[config.mk]
export PLATFORM = sky130hd
export DESIGN_NAME = seg_scan_driver
export DESIGN_NICKNAME = d
export VERILOG_FILES = /design/src/rtl/seg_scan_driver.sv
export SDC_FILE = /design/constraint.sdc
export NUM_CORES = 1
export LEC_CHECK = 0
export CORE_MARGIN = 4
export CORE_UTILIZATION = 30
export CTS_CLUSTER_DIAMETER = 150
export DETAILED_ROUTE_END_ITERATION = 6
export GPL_TIMING_DRIVEN = 0
export PLACE_DENSITY = 0.49
export SYNTH_ARGS = -nofsm -noshare
export SYNTH_HDL_FRONTEND = slang
export SYNTH_SLANG_ARGS = --single-unit
export TNS_END_PERCENT = 5
[constraint.sdc]
create_clock -name clk -period 3.31 [get_ports clk]
set_clock_uncertainty 0.15 [all_clocks]
set_input_delay 0.331 -clock clk [delete_from_list [all_inputs] [get_ports clk]]
set_output_delay 0.331 -clock clk [all_outputs]
set_load 0.1 [all_outputs]
[src/rtl/seg_scan_driver.sv]
// seg_scan_driver: time-multiplexes six active-low 7-segment codes onto one
// shared segment bus with one-hot active-low digit enables. Each frame works
// from a snapshot of the inputs taken at the frame wrap. Selected digits blink,
// and all digits blink while isCorrect is high.
module seg_scan_driver #(
  parameter int unsigned REFRESH_DIV  = 50000,
  parameter int unsigned GUARD        = 8,
  parameter int unsigned BLINK_FRAMES = 60
) (
  input  logic       clk,
  input  logic       rst,
  input  logic [6:0] Display1,
  input  logic [6:0] Display2,
  input  logic [6:0] Display3,
  input  logic [6:0] Display4,
  input  logic [6:0] Display5,
  input  logic [6:0] Display6,
  input  logic [5:0] blink_mask,
  input  logic       isCorrect,
  output logic [6:0] seg,
  output logic [5:0] an,
  output logic       frame_tick
);

  localparam int unsigned DIV_W = $clog2(REFRESH_DIV);
  localparam int unsigned FRM_W = (BLINK_FRAMES > 1) ? $clog2(BLINK_FRAMES) : 1;

  localparam logic [DIV_W-1:0] DIV_MAX = DIV_W'(REFRESH_DIV - 1);
  localparam logic [DIV_W:0]   GUARD_V = (DIV_W + 1)'(GUARD);
  localparam logic [FRM_W-1:0] FRM_MAX = FRM_W'(BLINK_FRAMES - 1);
  localparam logic [2:0]       LAST_DIGIT = 3'd5;
  localparam logic [6:0]       SEG_OFF = 7'h7F;
  localparam logic [5:0]       AN_OFF  = 6'h3F;

  logic [DIV_W-1:0] div_cnt_q, div_cnt_d;
  logic [2:0]       digit_q, digit_d;
  logic [FRM_W-1:0] frm_cnt_q, frm_cnt_d;
  logic             blink_phase_q, blink_phase_d;
  logic [6:0]       snap_q [6];
  logic [6:0]       snap_d [6];
  logic [5:0]       snap_mask_q, snap_mask_d;
  logic             snap_all_q, snap_all_d;
  logic [6:0]       seg_q, seg_d;
  logic [5:0]       an_q, an_d;
  logic             frame_tick_q, frame_tick_d;

  logic [6:0] disp [6];
  logic       div_wrap;
  logic       frame_wrap;
  logic       blank;

  // Gather the display inputs into an indexable array (digit 0 = Display1).
  always_comb begin
    disp[0] = Display1;
    disp[1] = Display2;
    disp[2] = Display3;
    disp[3] = Display4;
    disp[4] = Display5;
    disp[5] = Display6;
  end

  // Next-state logic for the scan counters, blink timer and frame snapshot.
  always_comb begin
    div_wrap      = (div_cnt_q == DIV_MAX);
    frame_wrap    = div_wrap && (digit_q == LAST_DIGIT);
    div_cnt_d     = div_wrap ? '0 : div_cnt_q + 1'b1;
    digit_d       = digit_q;
    frm_cnt_d     = frm_cnt_q;
    blink_phase_d = blink_phase_q;
    snap_d        = snap_q;
    snap_mask_d   = snap_mask_q;
    snap_all_d    = snap_all_q;
    if (div_wrap) begin
      digit_d = (digit_q == LAST_DIGIT) ? 3'd0 : digit_q + 3'd1;
    end
    if (frame_wrap) begin
      snap_d      = disp;
      snap_mask_d = blink_mask;
      snap_all_d  = isCorrect;
      if (frm_cnt_q == FRM_MAX) begin
        frm_cnt_d     = '0;
        blink_phase_d = ~blink_phase_q;
      end else begin
        frm_cnt_d = frm_cnt_q + 1'b1;
      end
    end
  end

  // Moore outputs derived from next-state values so they line up with the state they show.
  always_comb begin
    seg_d        = SEG_OFF;
    an_d         = AN_OFF;
    frame_tick_d = frame_wrap;
    blank        = blink_phase_d & (snap_mask_d[digit_d] | snap_all_d);
    if ({1'b0, div_cnt_d} >= GUARD_V) begin
      an_d = ~(6'b000001 << digit_d);
      if (!blank) begin
        seg_d = snap_d[digit_d];
      end
    end
  end

  // State and output registers with asynchronous active-high reset.
  always_ff @(posedge clk or posedge rst) begin
    if (rst) begin
      div_cnt_q     <= '0;
      digit_q       <= '0;
      frm_cnt_q     <= '0;
      blink_phase_q <= 1'b0;
      for (int unsigned i = 0; i < 6; i++) begin
        snap_q[i] <= SEG_OFF;
      end
      snap_mask_q   <= '0;
      snap_all_q    <= 1'b0;
      seg_q         <= SEG_OFF;
      an_q          <= AN_OFF;
      frame_tick_q  <= 1'b0;
    end else begin
      div_cnt_q     <= div_cnt_d;
      digit_q       <= digit_d;
      frm_cnt_q     <= frm_cnt_d;
      blink_phase_q <= blink_phase_d;
      snap_q        <= snap_d;
      snap_mask_q   <= snap_mask_d;
      snap_all_q    <= snap_all_d;
      seg_q         <= seg_d;
      an_q          <= an_d;
      frame_tick_q  <= frame_tick_d;
    end
  end

  assign seg        = seg_q;
  assign an         = an_q;
  assign frame_tick = frame_tick_q;

endmodule
==> impl_metrics.toml, run 1 <==
[status]
status = "complete, no violations"

[clocking]
cts_sinks = 89
htree_levels = 3
clk_latency_ns = 0.35
tritoncts = "yes"
cts_buffers = 9
clk_pin_slew_worst_paths_ns = 0.07
ctsLongestPathBuffers = 2
root_buffer = "clkbuf_16"

[sta]
whs_ns = 0.2013
slew_viol_final = 0
worst_pin_slew_ns = 0.9734
hold_violations = 0
setup_viol = 0
finalWorstPathRequiredPeriod_ns = 3.091
fin_crit_sh = 0.9338
worst_slack_ns = 0.2192
rsz0062_at_grt = "false"
fmax_mhz = 323.5
slew-limit-headroom = 0.3490

[detailed_routing]
highest_layer = "met4"
first_iter_violations = 215
dr.pass1.iters = 5
ant_nets = 0
vias_per_cell = 5.080
wl_met3_um = 530
routed_wl_um = 13170
avgRoutedWirePerCell_um = 16.49
met2RoutedLength_um = 6140
drc = 0
wl_met1_um = 6347
num_vias = 4059

[cells_and_area]
layout_common_cells = "nand2_1 (165), clkdlybuf4s50_1 (64), dfstp_2 (55), dfrtp_1 (34), clkbuf_1 (26)"
drive_gt1_frac = 0.1718
nNetsFinal = 660
final_area_sq_um = 5983
diodes = 0
final_common_cell = "nand2_1"
syn_to_final_growth_pct = 28.51

[floorplanning]
fp.dieH_um = 132.6
core_sq_um = 15200
rows = 45
die-area_sq_um = 17580
num_io_pins = 65
die_x_um = 132.6
start_util = 0.3063

[synth]
post_synth_num_cell_types = 50
synth_nets = 578
synth_seq_cells = 89
avgSynthCellArea_sq_um = 8.885
syn-cell-area_sq_um = 4656
yosysWarnings = 0
synthCells = 524
synth-seq-area-share = 0.4931

[place]
port_buffers = 64
gp_congestion = 0.8213
pre_cts_ws_ns = -0.2363
hpwl_um = 9783
post_dp_cell_area_sq_um = 5562

[power]
peakVddDrop_mv = 0.2202
leakagePower_nw = 2.547
p_per_area_nw_per_um2 = 364.4

[setup_path]
cp-end-kind = "register"
crit_type = "register to register"
worstPathArrival_ns = 3.23
cp-start-kind = "register"
path_cells = "buf_2 -> or4_4 -> nor4_4 -> buf_4 -> clkbuf_1 -> o21ai_0 -> a221oi_1 -> o211ai_1 -> nand3_1"
cp_data_required_time_ns = 3.45
crit_slowest_cell = "or4_4"
path_max_fanout = 10
max_stage_delay_ns = 0.59

[grt]
grt_pass1_wl_um = 21540
grt_pass1_vias = 4080
grt_use_total = 0.1548
grt.overflow.total = 0
antenna_found_initial = 0
grt_max_degree = 57

[min_path]
worst_hold_path_type = "input pin to asynchronous set/reset pin"

[run]
maxCapViolCount = 0
==> stage by stage <==
stage | std cells | TNS [ns] | util | power [W]
CTS | 793 | 0 | 0.3866 | 0.002219
detailed placement | 777 | -3.053 | 0.3658 | 0.001204
global placement | 776 | -35.18 | 0.3639 | 0.001198
global route | 799 | 0 | 0.3936 | 0.002263
finish | 799 | 0 | 0.3936 | 0.002181
floorplan | 524 | 0 | - | 0.001128
==> path summary, 6_finish.rpt <==
kind,endpoint,depth (start not counted),startpoint,slack (ns)
setup / recovery,seg[1]$_DFF_PP1_,9,div_cnt_q[5]$_DFF_PP0_,0.22
min in group clk,snap_q[30]$_DFF_PP1_,2,snap_q[30]$_DFF_PP1_,0.30
setup reg to reg,seg[1]$_DFF_PP1_,9,div_cnt_q[5]$_DFF_PP0_,0.22
max in group asynchronous,snap_q[33]$_DFF_PP1_,3,rst,2.13
hold / removal,div_cnt_q[4]$_DFF_PP0_,2,rst,0.20
hold reg to reg,snap_q[30]$_DFF_PP1_,2,snap_q[30]$_DFF_PP1_,0.30
==> worst max-delay path: cells and delay by family (launching register included) <==
kind / cells / cell delay, ns
DFF: 1 / 0.39
and+or+nand+nor: 3 / 1.01
AOI/OAI and AO/OA: 3 / 0.75
buffers and inverters: 3 / 0.72
==> Yosys cell counts, drive strengths merged <==
master,count,area share
buf,2,0.0027
a21oi,17,0.018
o21bai,1,0.0016
nor4,12,0.024
o22ai,13,0.017
a32o,1,0.0022
and4b,1,0.0022
nand2,167,0.14
a311oi,1,0.0019
a211o,1,0.0019
xnor2,8,0.015
nor3,9,0.0097
mux2,3,0.0081
inv,5,0.0040
and4,2,0.0038
nand4,10,0.013
and3,8,0.011
o211ai,7,0.011
or4,4,0.0073
o21ai,18,0.019
a2111oi,1,0.0032
nor2b,1,0.0013
a221oi,6,0.015
a21o,9,0.015
xor2,9,0.017
o221ai,1,0.0019
nor4bb,1,0.0022
or4bb,1,0.0024
clkinv,3,0.0024
o31ai,2,0.0032
nand3,22,0.024
o2111ai,1,0.0019
a211oi,9,0.015
nand2b,2,0.0027
ha,3,0.0081
dfstp,55,0.31
a31oi,1,0.0013
dfrtp,34,0.18
mux2i,15,0.032
nand4b,1,0.0019
nor2,26,0.021
clkbuf,29,0.023
or3,2,0.0027
==> flip-flops by register name (all words and copies together), names as in the netlist <==
register and count:
an 6, blink_phase_q 1, digit_q 3, div_cnt_q 16, frame_tick 1, frm_cnt_q 6, seg 7, snap_all_q 1
snap_mask_q 6, snap_q 42
==> power breakdown <==
group	total (W)	switching [W]	internal, W	leakage, nW
clock	0.000997	0.000443	0.000554	0.143
sequential	0.00109	0.000000234	0.00109	1.01
combinational	0.0000916	0.0000344	0.0000572	1.40
==> area by class of cell <==
cell class / instances / area (sq um)
multi-input cells: 396 / 2288
well taps: 188 / 235.2
repair buffers: 71 / 713.2
plain buffers: 31 / 128.9
clock inverters: 5 / 36.28
fillers: 1576 / 9219
clock buffers: 11 / 252.7
inverters: 8 / 32.53
flip-flops and latches: 89 / 2296
==> per-layer routing <==
layer  track usage  vias to the layer above
li1              -                     1991
met1        0.2150                     1968
met2        0.2428                       86
met3       0.04030                       14
met4       0.03580                        0
met5             0                        -
==> what timing repair did <==
| action | 4_1_cts | 5_1_grt |
|---|---|---|
| setup buffers | 0 | 6 |
| pin swaps | 1 | 6 |
| endpoints found under the hold margin | 0 | 0 |
| hold buffers | 0 | 0 |
| gates resized for setup | 4 | 17 |
| setup endpoints to repair | 23 | 23 |
==> cells by family after synthesis <==
logic type,synth area share
AOI/OAI and AO/OA,0.1295
DFF,0.4931
buffers and inverters,0.03252
muxes,0.04031
and+or+nand+nor,0.2644
adders and majority gates,0.008063
xor gates and xnor gates,0.03198
(Power assumes the default switching activity.)
==> run 2, diff against run 1 <==
--- a/config.mk
+++ b/config.mk
@@ -10,8 +10,8 @@
 export CTS_CLUSTER_DIAMETER = 150
 export DETAILED_ROUTE_END_ITERATION = 6
 export GPL_TIMING_DRIVEN = 0
+export MAX_ROUTING_LAYER = met4
 export PLACE_DENSITY = 0.49
 export SYNTH_ARGS = -nofsm -noshare
 export SYNTH_HDL_FRONTEND = slang
 export SYNTH_SLANG_ARGS = --single-unit
-export TNS_END_PERCENT = 5
==> impl_metrics.toml, run 2 (same netlist as run 1, synthesis figures left out) <==
[sta]
worst_pin_slew_ns = 0.9734
finalSetupTns_ns = 0
fmax_mhz = 326.7
slew_viol_final = 0
setup_viol = 0
hold_violations = 0
fin_crit_sh = 0.9248
rsz0062_at_grt = "false"
finalWorstPathRequiredPeriod_ns = 3.061
slew-limit-headroom = 0.3490

[clocking]
hold_buffers = 0
root_buffer = "clkbuf_16"
clk_latency_ns = 0.35
cts_sinks = 89
htree_levels = 3
tritoncts = "yes"
cts_buffers = 9
ctsLongestPathBuffers = 2
clk_pin_slew_worst_paths_ns = 0.06

[cells_and_area]
nNetsFinal = 660
diodes = 0
layout_common_cells = "nand2_1 (165), clkdlybuf4s50_1 (64), dfstp_2 (55), dfrtp_1 (34), clkbuf_1 (26)"
multi_input_area_sq_um = 2283
ff_latch_area_sq_um = 2296
regMostFlops = "snap_q"
n_fill_cell = 1576
final_common_cell = "nand2_1"
largest_register_ffs = 42
drive_gt1_frac = 0.1718
syn_to_final_growth_pct = 28.41

[setup_path]
cp_top_family = "simple AND/OR/NAND/NOR gates"
path_cells = "clkbuf_1 -> nand4_1 -> buf_4 -> nor4_1 -> xor2_1 -> or4_1 -> a2111oi_4 -> a221oi_4 -> o211ai_1"
cp-end-kind = "register"
worstPathArrival_ns = 3.18
cp_num_buf_inv = 2
max_stage_delay_ns = 0.60
cp-start-kind = "register"
cp_data_required_time_ns = 3.42
crit_type = "register to register"
path_max_fanout = 8
crit_slowest_cell = "or4_1"

[min_path]
worst_hold_path_type = "input pin to asynchronous set/reset pin"

[power]
peakVddDrop_mv = 0.2199
p_total_w = 0.002178
leakagePower_nw = 2.531
p_per_area_nw_per_um2 = 364.3

[detailed_routing]
num_vias = 4021
avgRoutedWirePerCell_um = 16.44
drc = 0
vias_per_cell = 5.033
routed_wl_um = 13140
dr.pass1.iters = 5
first_iter_violations = 225
ant_nets = 0

[run]
maxCapViolCount = 0

[floorplanning]
start_util = 0.3063
core_sq_um = 15200
rows = 45
fp.dieH_um = 132.6
num_io_pins = 65
die_x_um = 132.6
die-area_sq_um = 17580

[grt]
grt_pass1_wl_um = 21540
grt_use_total = 0.1595
grt.overflow.total = 0
antenna_found_initial = 0
grt_max_degree = 57
grt_pass1_vias = 4076

[place]
port_buffers = 64
gp_congestion = 0.8337
hpwl_um = 9783

[status]
status = "complete, no violations"
==> run 2: cell types whose count changed in the layout (fill, tap and decap cells not counted) <==
| cell | previous run | this run |
|---|---|---|
| nand2_2 | 1 | 2 |
| nand2_4 | 1 | 0 |
==> run 2: path summary, 6_finish.rpt <==
kind                                         from                     end  slack, ns  cells past startpoint
max                        div_cnt_q[3]$_DFF_PP0_        seg[5]$_DFF_PP1_       0.25                      9
max in group asynchronous                     rst    snap_q[10]$_DFF_PP1_       2.13                      3
min in group clk             snap_q[30]$_DFF_PP1_    snap_q[30]$_DFF_PP1_       0.30                      2
min                                           rst  div_cnt_q[1]$_DFF_PP0_       0.20                      2
min reg2reg                  snap_q[30]$_DFF_PP1_    snap_q[30]$_DFF_PP1_       0.30                      2
max reg2reg                div_cnt_q[3]$_DFF_PP0_        seg[5]$_DFF_PP1_       0.25                      9
==> run 2: repair_timing <==
item / CTS / global route
resized for setup: 3 / 17
pin swaps: 1 / 5
hold endpoints to repair: 0 / 0
endpoints found under the setup margin: 23 / 23
buffers inserted: 2 / 4
==> run 2: routing by layer <==
layer  track usage  share of wire  vias up
li1              -              -     1996
met1        0.2155           0.48     1928
met2        0.2439           0.47       84
met3       0.03840          0.036       13
met4       0.03637          0.012        0
met5             -              0        -
==> run 2: per-stage QoR <==
step	instance area, sq um	setup WS [ns]	instances	hold WS (ns)	utilization
global route	5978	0.03823	799	0.2429	0.3933
detailed placement	5562	-0.2363	777	0.2928	0.3658
finish	5978	0.2491	799	0.2029	0.3933
CTS	5887	0.006368	795	0.2172	0.3872
global placement	5532	-0.9389	776	0.2891	0.3639
floorplan	4656	0.4391	524	0.2687	-
==> run 2: area by class of cell <==
| cell class | count | area share |
|---|---|---|
| Buffer | 31 | 0.02156 |
| Tap cell | 188 | 0.03935 |
| Clock buffer | 11 | 0.04228 |
| Inverter | 8 | 0.005442 |
| Timing Repair Buffer | 71 | 0.1193 |
| Multi-Input combinational cell | 396 | 0.3820 |
| Clock inverter | 5 | 0.006069 |
| Sequential cell | 89 | 0.3841 |
==> run 2: worst reg2reg max path: cells and delay by family (launching register included) <==
family	cells	cell delay, ns
buffers and inverters	2	0.51
XOR/XNOR	1	0.13
AO/OA/AOI/OAI	3	0.80
AND/OR/NAND/NOR	3	1.08
flip-flops	1	0.32
==> run 2: power breakdown <==
group | internal [W] | leakage (nW) | switching [W]
logic | 0.0000572 | 1.38 | 0.0000343
clock network | 0.000554 | 0.143 | 0.000440
registers | 0.00109 | 1.01 | 0.000000242
